===== src/rtl/kernel_scheduler_pkg.sv =====
// Shared types and constants for the kernel scheduler: state encoding,
// counter widths and the read-port values driven while the host is locked out.
package kernel_scheduler_pkg;

  localparam int CNT_W = 16;
  localparam int CYC_W = 32;

  localparam logic [CNT_W-1:0] IDLE_TENSOR_ID = 16'hFFFF;
  localparam logic [CNT_W-1:0] IDLE_INDEX     = 16'h0000;

  typedef enum logic [2:0] {
    IDLE,
    ISSUE,
    WAIT,
    NEXT,
    DONE,
    ABORT
  } state_e;

endpackage


===== src/rtl/kernel_watchdog.sv =====
// Per-kernel watchdog: cleared on issue, counts while waiting, flags expiry
// in the cycle its count reaches TIMEOUT.
module kernel_watchdog
  import kernel_scheduler_pkg::*;
#(
  parameter int TIMEOUT = 65535
) (
  input  logic clock,
  input  logic reset,
  input  logic clr,
  input  logic en,
  output logic expired
);

  logic [CNT_W-1:0] cnt_q, cnt_d;
  logic [CNT_W:0]   cnt_inc;

  // One extra bit so TIMEOUT=65535 compares without wrapping.
  assign cnt_inc = {1'b0, cnt_q} + (CNT_W+1)'(1);
  assign expired = en & (cnt_inc >= (CNT_W+1)'(TIMEOUT));

  always_comb begin
    cnt_d = cnt_q;
    if (clr)     cnt_d = '0;
    else if (en) cnt_d = cnt_inc[CNT_W-1:0];
  end

  always_ff @(posedge clock or posedge reset) begin
    if (reset) cnt_q <= '0;
    else       cnt_q <= cnt_d;
  end

endmodule


===== src/rtl/kernel_scheduler.sv =====
// Issues kernel targets to the compute core for a number of passes, with a
// watchdog abort, and arbitrates the core's tensor read port to the host.
module kernel_scheduler
  import kernel_scheduler_pkg::*;
#(
  parameter int NUM_TARGETS = 2,
  parameter int TIMEOUT     = 65535
) (
  input  logic             clock,
  input  logic             reset,
  input  logic             run_req,
  input  logic [CNT_W-1:0] iterations,
  output logic             busy,
  output logic             done,
  output logic             error,
  output logic [CYC_W-1:0] cycle_count,
  output logic             core_start,
  output logic [CNT_W-1:0] core_target,
  input  logic             core_done,
  output logic [CNT_W-1:0] core_read_tensor_id,
  output logic [CNT_W-1:0] core_read_index,
  input  logic [CNT_W-1:0] core_read_data,
  input  logic             host_read_valid,
  output logic             host_read_ready,
  input  logic [CNT_W-1:0] host_tensor_id,
  input  logic [CNT_W-1:0] host_index,
  output logic [CNT_W-1:0] host_data,
  output logic             host_data_valid
);

  state_e           state_q, state_d;
  logic [CNT_W-1:0] target_q, target_d;
  logic [CNT_W-1:0] pass_q, pass_d;
  logic [CNT_W-1:0] passes_q, passes_d;
  logic             error_q, error_d;
  logic [CYC_W-1:0] cyc_q, cyc_d;
  logic [CYC_W-1:0] cycle_count_q, cycle_count_d;
  logic [CNT_W-1:0] host_data_q, host_data_d;
  logic             host_data_valid_q, host_data_valid_d;
  logic             wd_expired;
  logic             read_fire;

  kernel_watchdog #(.TIMEOUT(TIMEOUT)) u_watchdog (
    .clock   (clock),
    .reset   (reset),
    .clr     (state_q == ISSUE),
    .en      (state_q == WAIT),
    .expired (wd_expired)
  );

  assign busy        = (state_q != IDLE);
  assign done        = (state_q == DONE) || (state_q == ABORT);
  assign error       = error_q;
  assign cycle_count = cycle_count_q;
  assign core_start  = (state_q == ISSUE);
  assign core_target = target_q;

  // A run request in the same cycle takes the port away from the host.
  assign host_read_ready     = (state_q == IDLE) & ~run_req;
  assign core_read_tensor_id = host_read_ready ? host_tensor_id : IDLE_TENSOR_ID;
  assign core_read_index     = host_read_ready ? host_index     : IDLE_INDEX;
  assign read_fire           = host_read_valid & host_read_ready;
  assign host_data           = host_data_q;
  assign host_data_valid     = host_data_valid_q;

  always_comb begin
    host_data_d       = read_fire ? core_read_data : host_data_q;
    host_data_valid_d = read_fire;
  end

  always_comb begin
    state_d       = state_q;
    target_d      = target_q;
    pass_d        = pass_q;
    passes_d      = passes_q;
    error_d       = error_q;
    cyc_d         = cyc_q;
    cycle_count_d = cycle_count_q;

    // Run-length counter reads 1 after the first ISSUE cycle, so the value
    // captured in DONE/ABORT is the number of cycles before completion.
    if (state_q != IDLE && cyc_q != '1) cyc_d = cyc_q + CYC_W'(1);

    unique case (state_q)
      IDLE: begin
        if (run_req) begin
          state_d  = ISSUE;
          target_d = '0;
          pass_d   = '0;
          cyc_d    = '0;
          error_d  = 1'b0;
          passes_d = (iterations == '0) ? CNT_W'(1) : iterations;
        end
      end
      ISSUE: state_d = WAIT;
      WAIT: begin
        if (core_done) begin
          state_d = NEXT;
        end else if (wd_expired) begin
          state_d = ABORT;
          error_d = 1'b1;
        end
      end
      NEXT: begin
        if (target_q < CNT_W'(NUM_TARGETS - 1)) begin
          target_d = target_q + CNT_W'(1);
          state_d  = ISSUE;
        end else if (pass_q < passes_q - CNT_W'(1)) begin
          target_d = '0;
          pass_d   = pass_q + CNT_W'(1);
          state_d  = ISSUE;
        end else begin
          state_d = DONE;
        end
      end
      DONE, ABORT: begin
        cycle_count_d = cyc_q;
        state_d       = IDLE;
      end
      default: state_d = IDLE;
    endcase
  end

  always_ff @(posedge clock or posedge reset) begin
    if (reset) begin
      state_q           <= IDLE;
      target_q          <= '0;
      pass_q            <= '0;
      passes_q          <= CNT_W'(1);
      error_q           <= 1'b0;
      cyc_q             <= '0;
      cycle_count_q     <= '0;
      host_data_q       <= '0;
      host_data_valid_q <= 1'b0;
    end else begin
      state_q           <= state_d;
      target_q          <= target_d;
      pass_q            <= pass_d;
      passes_q          <= passes_d;
      error_q           <= error_d;
      cyc_q             <= cyc_d;
      cycle_count_q     <= cycle_count_d;
      host_data_q       <= host_data_d;
      host_data_valid_q <= host_data_valid_d;
    end
  end

endmodule


===== config.mk =====
export PLATFORM = sky130hd
export DESIGN_NAME = kernel_scheduler
export DESIGN_NICKNAME = d
export VERILOG_FILES = /design/src/rtl/kernel_scheduler_pkg.sv /design/src/rtl/kernel_watchdog.sv /design/src/rtl/kernel_scheduler.sv
export SDC_FILE = /design/constraint.sdc
export NUM_CORES = 1
export LEC_CHECK = 0
export BUFFER_PORTS_ARGS = -buffer_cell sky130_fd_sc_hd__buf_2
export CORE_ASPECT_RATIO = 1.1
export CORE_UTILIZATION = 40
export DETAILED_ROUTE_END_ITERATION = 10
export SLEW_MARGIN = 0
export SYNTH_ARGS = -nofsm -noshare
export SYNTH_HDL_FRONTEND = slang
export SYNTH_HIERARCHICAL = 1
export SYNTH_SLANG_ARGS = --single-unit
export TNS_END_PERCENT = 20

===== constraint.sdc =====
create_clock -name clock -period 4 [get_ports clock]
set_input_delay 0.2 -clock clock [delete_from_list [all_inputs] [get_ports clock]]
set_output_delay 0.2 -clock clock [all_outputs]
set_load 0.05 [all_outputs]

==> results.cfg, run 1 <==
[synthesis]
synth.avg_cell_area_um2 = 9.79
yosysWarnings = 6
synth_top_cells_by_area = dfrtp_1 47%, mux2_2 6.9%, nand2_1 4.2%
synth_cells = 803
synth_edf_count = 0
synthArstFlopShare_pct = 100
ys_ff_latch = 149
synth_nets = 894
synth_top_area_cell = dfrtp_1
ys_seq_area_share_pct = 47.4
synth_area_mm2 = 0.00786
synth_top_area_share_pct = 47.1
ys.flop_type = dfrtp_1
synth.distinct_cells = 64

[layout]
fin_util_pct = 51.5
drive_above_1_share_pct = 29.2
final_cell_mix = 170 x buf_2, 148 x dfrtp_1, 88 x nand2_1, 78 x nor2_1, 48 x mux2_2
fin_nets = 1094
fill_cells = 1804
diodes = 0
syn_to_final_growth_pct = 25.6
stdcell_count = 1263
final_common_cell = buf_2

[clocking]
cts_tree = built
cts-root-buf = clkbuf_16
clk_pin_slew_ns = 0.06
cts_buffer_depth = 2
htree_num_levels = 4
post_cts_buffers = 0
clk_latency_ns = 0.43
cts_buffers = 17
clock_sinks = 149

[route]
vias = 6609
wl_per_cell_um = 14.9
drt-pass1-iter-count = 4
first_iter_violations = 311
viasPerCell = 5.23
postRouteAntennaNets = 0
wl_mm = 18.8
post-route-drc-count = 0

[min_path]
whs_path_depth = 3
holdCritStartpoint = iterations[7]
min_path_type = primary input to flip-flop
holdPathEnd = passes_q[7]

[place]
place_congestion = 0.824
dp_hpwl_mm = 13.0
place_inst = 1200
post-place-ws_ns = 0.378
portBuffers = 170

[sta]
post-route-period-util_pct = 91.7
slew_headroom_pct = 32.9
fmax_ghz = 0.273
holdWs_ns = 0.00690
maxSlewViolCount = 0
worst_slack_ns = 0.332
fin_skew_ns = 0.00636
finalSetupViolations = 0
worst_slew_pin_slew_ns = 1.01
fin_setup_tns_ns = 0
min_period_ns = 3.67
finalHoldViolations = 0
rsz0062_at_grt = no

[pwr]
internal_power_mw = 3.65
combPwrFrac_pct = 42.6
switching_share_pct = 44.4
power_density_mw_per_mm2 = 666
seqPwrFrac_pct = 33.2
p_leak_nw = 4.74
ir_worst_vdd_v = 0.000484
pwr-share-clk_pct = 24.2
power.switching_mw = 2.92

[worst_setup_path]
cp_max_fo = 24
worstPathArrival_ns = 4.01
reg2reg_from = passes_q[5]
worstPathCellList = nor4_1, buf_4, nand3_1, nor3_1, xnor2_1, ha_1, nand4_1, nor3_1, or4_1, o31a_4, or4_1, a21oi_1
endpoint_kind = flip-flop
crit_family = simple AND/OR/NAND/NOR gates
worst_path_largest_cell_delay_ns = 0.58
r2r_end = pass_q[14]
worst-r2r-cell-count = 12
r2r_slack_ns = 0.33
worstSetupStartpointType = flip-flop
critPathSlowestCell = or4_1
worst-setup-path-type = flip-flop to flip-flop
path_buf_inv = 1
cp_data_required_time_ns = 4.35

[global_routing]
grt_max_degree = 111
antenna_found_initial = 0
grt-ovfl-total = 0
met1_usage_pct = 26.5
track_usage_pct = 19.5
grt_pass1_vias = 6076
grt-busiest-layer = met2
grt_use_met3_pct = 4.11
grt_pass1_wl_mm = 30.9
use_met2_pct = 31.2

[floorplanning]
ios = 171
rows = 53
fp.dieH_um = 149
placeableCoreArea_mm2 = 0.0192
die_w_um = 136
start_util_pct = 41.0
die_area_mm2 = 0.0202

[outcome]
status = finished, final reports clean

[job]
cap_viol_max_count = 0
==> power groups by stage <==
| stage | Sequential (mW) | Clock (mW) | Combinational, mW |
|---|---|---|---|
| after floorplan | 2.90 | 0 | 1.38 |
| after global placement | 2.19 | 0 | 2.78 |
| after detailed placement | 2.20 | 0 | 2.80 |
| after CTS | 2.18 | 1.63 | 2.83 |
| after global routing | 2.24 | 1.70 | 3.04 |
| final | 2.18 | 1.59 | 2.80 |
==> cell families after synthesis <==
logic type | Yosys count | share of synthesized area (%)
AO/OA/AOI/OAI | 115 | 9.09
XOR/XNOR | 47 | 5.23
adder cells (fa/ha/maj) | 22 | 3.50
AND/OR/NAND/NOR | 369 | 24.9
flip-flops | 149 | 47.4
buffers and inverters | 52 | 2.88
multiplexers | 49 | 7.00
==> worst max-delay path by stage <==
stage,start,to,depth (start not counted)
after floorplan,reset,core_target[0],1
after global placement,passes_q[5],pass_q[14],12
after detailed placement,passes_q[5],pass_q[14],12
after CTS,passes_q[5],pass_q[14],12
after global routing,passes_q[5],pass_q[14],12
final,passes_q[5],pass_q[14],12
==> area by class of cell <==
class,count,area (µm²),area share [%]
clock inverters,10,123,1.24
clock buffers,22,464,4.70
inverters,18,72.6,0.735
multi-input cells,602,3910,39.6
flip-flops and latches,149,3730,37.8
well taps,247,309,3.13
repair buffers,215,1270,12.8
==> worst reg2reg max path, delay by kind of cell (launching register included) <==
family | cells | cell delay [ns]
fa+ha+maj | 1 | 0.28
compound gates | 2 | 0.54
simple gates | 7 | 2.01
xor+xnor | 1 | 0.16
buf+inv | 1 | 0.18
flops | 1 | 0.40
==> what timing repair did <==
action	in CTS	in global routing
hold endpoints to repair	46	0
resized for setup	0	0
hold buffers	31	0
==> stage by stage <==
step,area [µm²],power (mW)
3_5_place_dp,8980,5.00
4_1_cts,9880,6.64
6_report,9880,6.58
5_1_grt,9880,6.98
2_1_floorplan,7860,4.28
3_3_place_gp,8980,4.97
==> synth_stat cells, drive strengths merged, types with 10 or more instances <==
library cell / n
and2: 20
clkbuf: 21
dfrtp: 148
nand3: 32
o21ai: 35
nor3: 26
nand2: 92
xnor2: 25
xor2: 22
a31oi: 21
and3: 18
ha: 22
a21oi: 31
nor2: 81
buf: 13
mux2: 48
inv: 18
nand4: 23
nor4: 10
or3: 33
==> sequential cells by signal (all words and copies together), names as in the netlist <==
name and count:
pass_q 16, cyc_q 32, u_watchdog/cnt_q 16, core_target 16
state_q 3, error 1, host_data_valid 1, cycle_count 32
host_data 16, passes_q 16
==> layer usage <==
| metal | vias to the layer above | wire length, µm |
|---|---|---|
| li1 | 3271 | - |
| met1 | 3181 | 8800 |
| met2 | 148 | 9030 |
| met3 | 9 | 809 |
| met4 | 0 | 153 |
| met5 | - | 0 |
(Power assumes the default switching activity.)
==> run 2, diff against run 1 <==
--- a/config.mk
+++ b/config.mk
@@ -6,9 +6,13 @@
 export NUM_CORES = 1
 export LEC_CHECK = 0
 export BUFFER_PORTS_ARGS = -buffer_cell sky130_fd_sc_hd__buf_2
+export CELL_PAD_IN_SITES_DETAIL_PLACEMENT = 0
+export CELL_PAD_IN_SITES_GLOBAL_PLACEMENT = 1
 export CORE_ASPECT_RATIO = 1.1
-export CORE_UTILIZATION = 40
+export CORE_UTILIZATION = 38
 export DETAILED_ROUTE_END_ITERATION = 10
+export PLACE_DENSITY_LB_ADDON = 0.1
+export RECOVER_POWER = 50
 export SLEW_MARGIN = 0
 export SYNTH_ARGS = -nofsm -noshare
 export SYNTH_HDL_FRONTEND = slang
==> run 2 against run 1 <==
Compared with the run above:
- the flow now finishes with violations (DRC, capacitance limit, slew limit)
- non-clock buffer count did not move
- die area rose by 5.2%
- via count rose by 0.12%
- combinational power barely moved
- clock power barely moved
- largest power group unchanged
- largest cell class unchanged
- sequential cell count did not move
- core utilization fell by 2.7 points
- critical endpoint unchanged
- fmax rose by 0.92%
==> results.cfg, run 2 (synthesis gave the netlist of run 1 again) <==
[worst_setup_path]
cp_data_required_time_ns = 4.35
cp_max_fo = 24
worstSetupStartpointType = flip-flop
endpoint_kind = flip-flop
worst-setup-path-type = flip-flop to flip-flop
worstPathArrival_ns = 3.98

[place]
portBuffers = 170
dp_hpwl_mm = 14.3
place_congestion = 0.760

[sta]
maxSlewViolCount = 74
finalSetupViolations = 0
slew_headroom_pct = -87.5
fin_setup_tns_ns = 0
post-route-period-util_pct = 90.9
worst_slew_pin_slew_ns = 2.81
fmax_ghz = 0.275
rsz0062_at_grt = no
finalHoldViolations = 0
min_period_ns = 3.63
fin_skew_ns = 0.0174

[clocking]
cts_tree = built
clock_sinks = 149
cts-root-buf = clkbuf_16
clk_latency_ns = 0.43
htree_num_levels = 4
clk_pin_slew_ns = 0.07
cts_resized = 0
cts_buffers = 17
cts_buffer_depth = 2

[global_routing]
track_usage_pct = 20.2
grt-ovfl-total = 0
grt_max_degree = 74
grt_pass1_wl_mm = 34.5
antenna_found_initial = 0
grt_pass1_vias = 6684

[route]
postRouteAntennaNets = 0
wl_mm = 20.4
post-route-drc-count = 3
wl_per_cell_um = 16.1
viasPerCell = 5.22
vias = 6617
drt-pass1-iter-count = 9
first_iter_violations = 430

[job]
cap_viol_max_count = 1

[floorplanning]
rows = 54
start_util_pct = 39.2
fp.dieH_um = 153
die_area_mm2 = 0.0213
die_w_um = 139
placeableCoreArea_mm2 = 0.0201
ios = 171

[layout]
final_common_cell = dfrtp_1
drive_above_1_share_pct = 22.9
final_cell_mix = 148 x dfrtp_1, 105 x buf_2, 88 x nand2_1, 78 x nor2_1, 68 x clkbuf_1
fin_nets = 1094
fin_util_pct = 48.8
syn_to_final_growth_pct = 24.5
diodes = 0

[pwr]
ir_worst_vdd_v = 0.000342
power_density_mw_per_mm2 = 670
p_leak_nw = 4.49

[outcome]
violations = DRC, capacitance limit, slew limit
status = complete, but fails checks

[min_path]
min_path_type = primary input to flip-flop
==> run 2: critical path, stage by stage (launching register included) <==
cell and delay (ns):
dfrtp_1 0.40, nor4_1 0.28, buf_4 0.17, nand3_1 0.12, nor4_1 0.25, xnor2_1 0.16
ha_1 0.26, nand4_1 0.15, nor3_1 0.07, or4_1 0.59, o31a_4 0.41, or4_1 0.53
a21oi_1 0.15
==> run 2: layout make-up <==
cell class                      count  area, µm²
Sequential cell                   149       3730
Clock inverter                     15        159
Clock buffer                       17        425
Fill cell                        1969      10300
Inverter                           18       67.6
Multi-Input combinational cell    602       3920
Timing Repair Buffer              215       1170
Tap cell                          252        315
==> run 2: final timing paths <==
kind	startpoint	endpoint	slack (ns)	depth (start not counted)
hold / removal	core_read_data[14]	host_data[14]	0.02	2
hold reg to reg	host_data[12]	host_data[12]	0.50	1
setup reg to reg	passes_q[5]	pass_q[14]	0.37	12
max in group asynchronous	reset	pass_q[5]	0.71	4
min in group asynchronous	reset	u_watchdog/cnt_q[7]	0.41	3
setup / recovery	passes_q[5]	pass_q[14]	0.37	12
==> run 2: stage by stage <==
step                      total power, mW  cells  area [µm²]  hold slack [ns]  setup WS (ns)
after CTS                            6.70   1268        9890          0.00369          0.352
after floorplan                      4.28    803        7860            0.114          0.247
after detailed placement             5.07   1206        9000            0.366          0.389
after global placement               5.05   1206        9000            0.362          0.385
after global routing                 6.96   1268        9790          0.00978         0.0433
final                                6.55   1268        9790           0.0200          0.365
==> run 2: report_power, final <==
group | leakage (nW) | switching (mW) | internal [mW] | total [mW]
sequential | 2.00 | 0.328 | 1.87 | 2.19
clock | 0.289 | 0.743 | 0.838 | 1.58
combinational | 2.20 | 2.01 | 0.771 | 2.78
total | 4.49 | 3.08 | 3.47 | 6.55
==> run 2: metal layers <==
metal	share of wire [%]	GRT usage (%)	routed length [µm]	vias up
li1	-	-	-	3261
met1	49	27.7	9940	3250
met2	48	32.9	9700	94
met3	2.9	3.57	590	12
met4	0.84	5.61	172	0
met5	0	0	0	-
==> run 2: timing repair <==
action,4_1_cts,5_1_grt
setup endpoints to repair,0,0
hold buffers,30,0
hold endpoints to repair,116,0
setup buffers,0,0
==> run 3, diff against run 2 <==
--- a/config.mk
+++ b/config.mk
@@ -5,12 +5,13 @@
 export SDC_FILE = /design/constraint.sdc
 export NUM_CORES = 1
 export LEC_CHECK = 0
-export BUFFER_PORTS_ARGS = -buffer_cell sky130_fd_sc_hd__buf_2
 export CELL_PAD_IN_SITES_DETAIL_PLACEMENT = 0
 export CELL_PAD_IN_SITES_GLOBAL_PLACEMENT = 1
 export CORE_ASPECT_RATIO = 1.1
-export CORE_UTILIZATION = 38
+export CORE_UTILIZATION = 40
 export DETAILED_ROUTE_END_ITERATION = 10
+export DONT_BUFFER_PORTS = 1
+export HOLD_SLACK_MARGIN = 0.02
 export PLACE_DENSITY_LB_ADDON = 0.1
 export RECOVER_POWER = 50
 export SLEW_MARGIN = 0
==> run 3 against run 2 <==
Compared with the run above:
- worst hold slack better by 0.044 ns
- highest routed layer unchanged
- worst setup slack worse by 0.036 ns
- combinational power down 37%
- count of clock-buffer cells in the layout unchanged
- design area down 6.4%
- critical path type unchanged
- fmax down 0.99%
- core utilization down 0.96 points
- the run ends with capacitance limit, slew limit left
- critical endpoint unchanged
- cell count down 12%
- power down 3.4%
- sequential cell count unchanged
- critical path depth unchanged
==> results.cfg, run 3 (synthesis gave the netlist of run 1 again) <==
[outcome]
status = complete, but fails checks
violations = capacitance limit, slew limit

[floorplanning]
rows = 53
die_area_mm2 = 0.0202
ios = 171
placeableCoreArea_mm2 = 0.0192
fp.dieH_um = 149
die_w_um = 136
start_util_pct = 41.0

[sta]
finalHoldViolations = 0
fmax_ghz = 0.272
fin_setup_tns_ns = 0
finalSetupViolations = 0
min_period_ns = 3.67
worst_slew_pin_slew_ns = 2.29
maxSlewViolCount = 106
post-route-period-util_pct = 91.8
rsz0062_at_grt = no
fin_skew_ns = 0.0101
slew_headroom_pct = -52.8

[clocking]
htree_num_levels = 4
cts_buffers = 17
cts_tree = built
ctsHoldBuffers = 33
clk_latency_ns = 0.43
cts_resized = 0
cts_buffer_depth = 2
post_cts_buffers = 0
clock_sinks = 149
clk_pin_slew_ns = 0.07
cts-root-buf = clkbuf_16

[worst_setup_path]
worst-r2r-cell-count = 12
worstPathCellList = nor4_1, buf_4, nand3_1, nor3_1, xnor2_1, ha_1, nand4_1, nor3_1, or4_1, o31a_4, or4_1, a21oi_1
reg2reg_from = passes_q[5]
endpoint_kind = flip-flop
worst-setup-path-type = flip-flop to flip-flop
cp_max_fo = 24
cp_data_required_time_ns = 4.35
critPathSlowestCell = or4_1
r2r_end = pass_q[14]
r2r_slack_ns = 0.33
worst_path_largest_cell_delay_ns = 0.58
worstSetupStartpointType = flip-flop
path_buf_inv = 1
worstPathArrival_ns = 4.02
crit_family = simple AND/OR/NAND/NOR gates

[layout]
fin_nets = 942
syn_to_final_growth_pct = 16.5
stdcell_count = 1111
fill_cells = 1835
drive_above_1_share_pct = 16.8
diodes = 0
final_common_cell = dfrtp_1
final_cell_mix = 148 x dfrtp_1, 88 x nand2_1, 78 x nor2_1, 48 x mux2_2, 34 x o21ai_0

[global_routing]
grt_pass1_vias = 6117
track_usage_pct = 20.3
grt_pass1_wl_mm = 32.0
grt_max_degree = 106
antenna_found_initial = 0
grt-ovfl-total = 0

[route]
viasPerCell = 5.56
first_iter_violations = 356
wl_mm = 19.9
drt-pass1-iter-count = 5
vias = 6179
postRouteAntennaNets = 0
wl_per_cell_um = 17.9
post-route-drc-count = 0

[place]
dp_hpwl_mm = 13.9
place_inst = 1046
portBuffers = 0
place_congestion = 0.816

[job]
cap_viol_max_count = 1

[pwr]
p_leak_nw = 4.07
power_density_mw_per_mm2 = 691
totalPowerFinal_mw = 6.33
ir_worst_vdd_v = 0.000389

[min_path]
min_path_type = primary input to flip-flop
holdCritStartpoint = core_done
whs_path_depth = 3
holdPathEnd = state_q[2]
==> run 3: tightest hold or removal path, stage by stage <==
cell and delay (ns):
inv_1 0.07, nand2_1 0.09, a2111oi_0 0.08
==> run 3: cell type report <==
type | instances | area (µm²) | area share (%)
repair buffers | 63 | 546 | 5.95
flip-flops and latches | 149 | 3730 | 40.7
multi-input cells | 602 | 3920 | 42.8
well taps | 247 | 309 | 3.37
inverters | 18 | 71.3 | 0.778
clock inverters | 15 | 163 | 1.77
clock buffers | 17 | 425 | 4.64
==> run 3: stage by stage <==
stage	cell area [µm²]	util, %	hold WS, ns	setup slack, ns
finish	9170	47.8	0.0641	0.329
CTS	9180	47.9	0.0716	0.310
detailed placement	8260	43.1	0.215	0.346
global route	9170	47.8	0.101	0.0700
global placement	8260	43.1	0.215	0.392
floorplan	7860	-	0.114	0.247
==> run 3: worst max path at each step <==
stage	from	to	slack, ns	cells past startpoint
6_report	passes_q[5]	pass_q[14]	0.33	12
3_3_place_gp	passes_q[5]	pass_q[14]	0.39	12
4_1_cts	passes_q[5]	pass_q[14]	0.31	12
5_1_grt	passes_q[5]	pass_q[14]	0.07	12
2_1_floorplan	reset	core_target[0]	0.25	1
3_5_place_dp	passes_q[5]	pass_q[14]	0.35	12
==> run 3: power breakdown <==
part | internal [mW] | total, mW | leakage (nW) | switching, mW
clock network | 0.835 | 1.58 | 0.278 | 0.743
logic | 0.643 | 1.74 | 1.80 | 1.10
registers | 1.85 | 3.02 | 2.00 | 1.16
==> run 3: routing by layer <==
metal,wire length [µm],vias up,part of all wire (%),global-route usage [%]
met5,0,-,0,0
met4,360,0,1.8,7.75
met3,897,22,4.5,4.69
met2,9770,121,49,32.6
met1,8850,3076,45,26.5
li1,-,2960,-,-
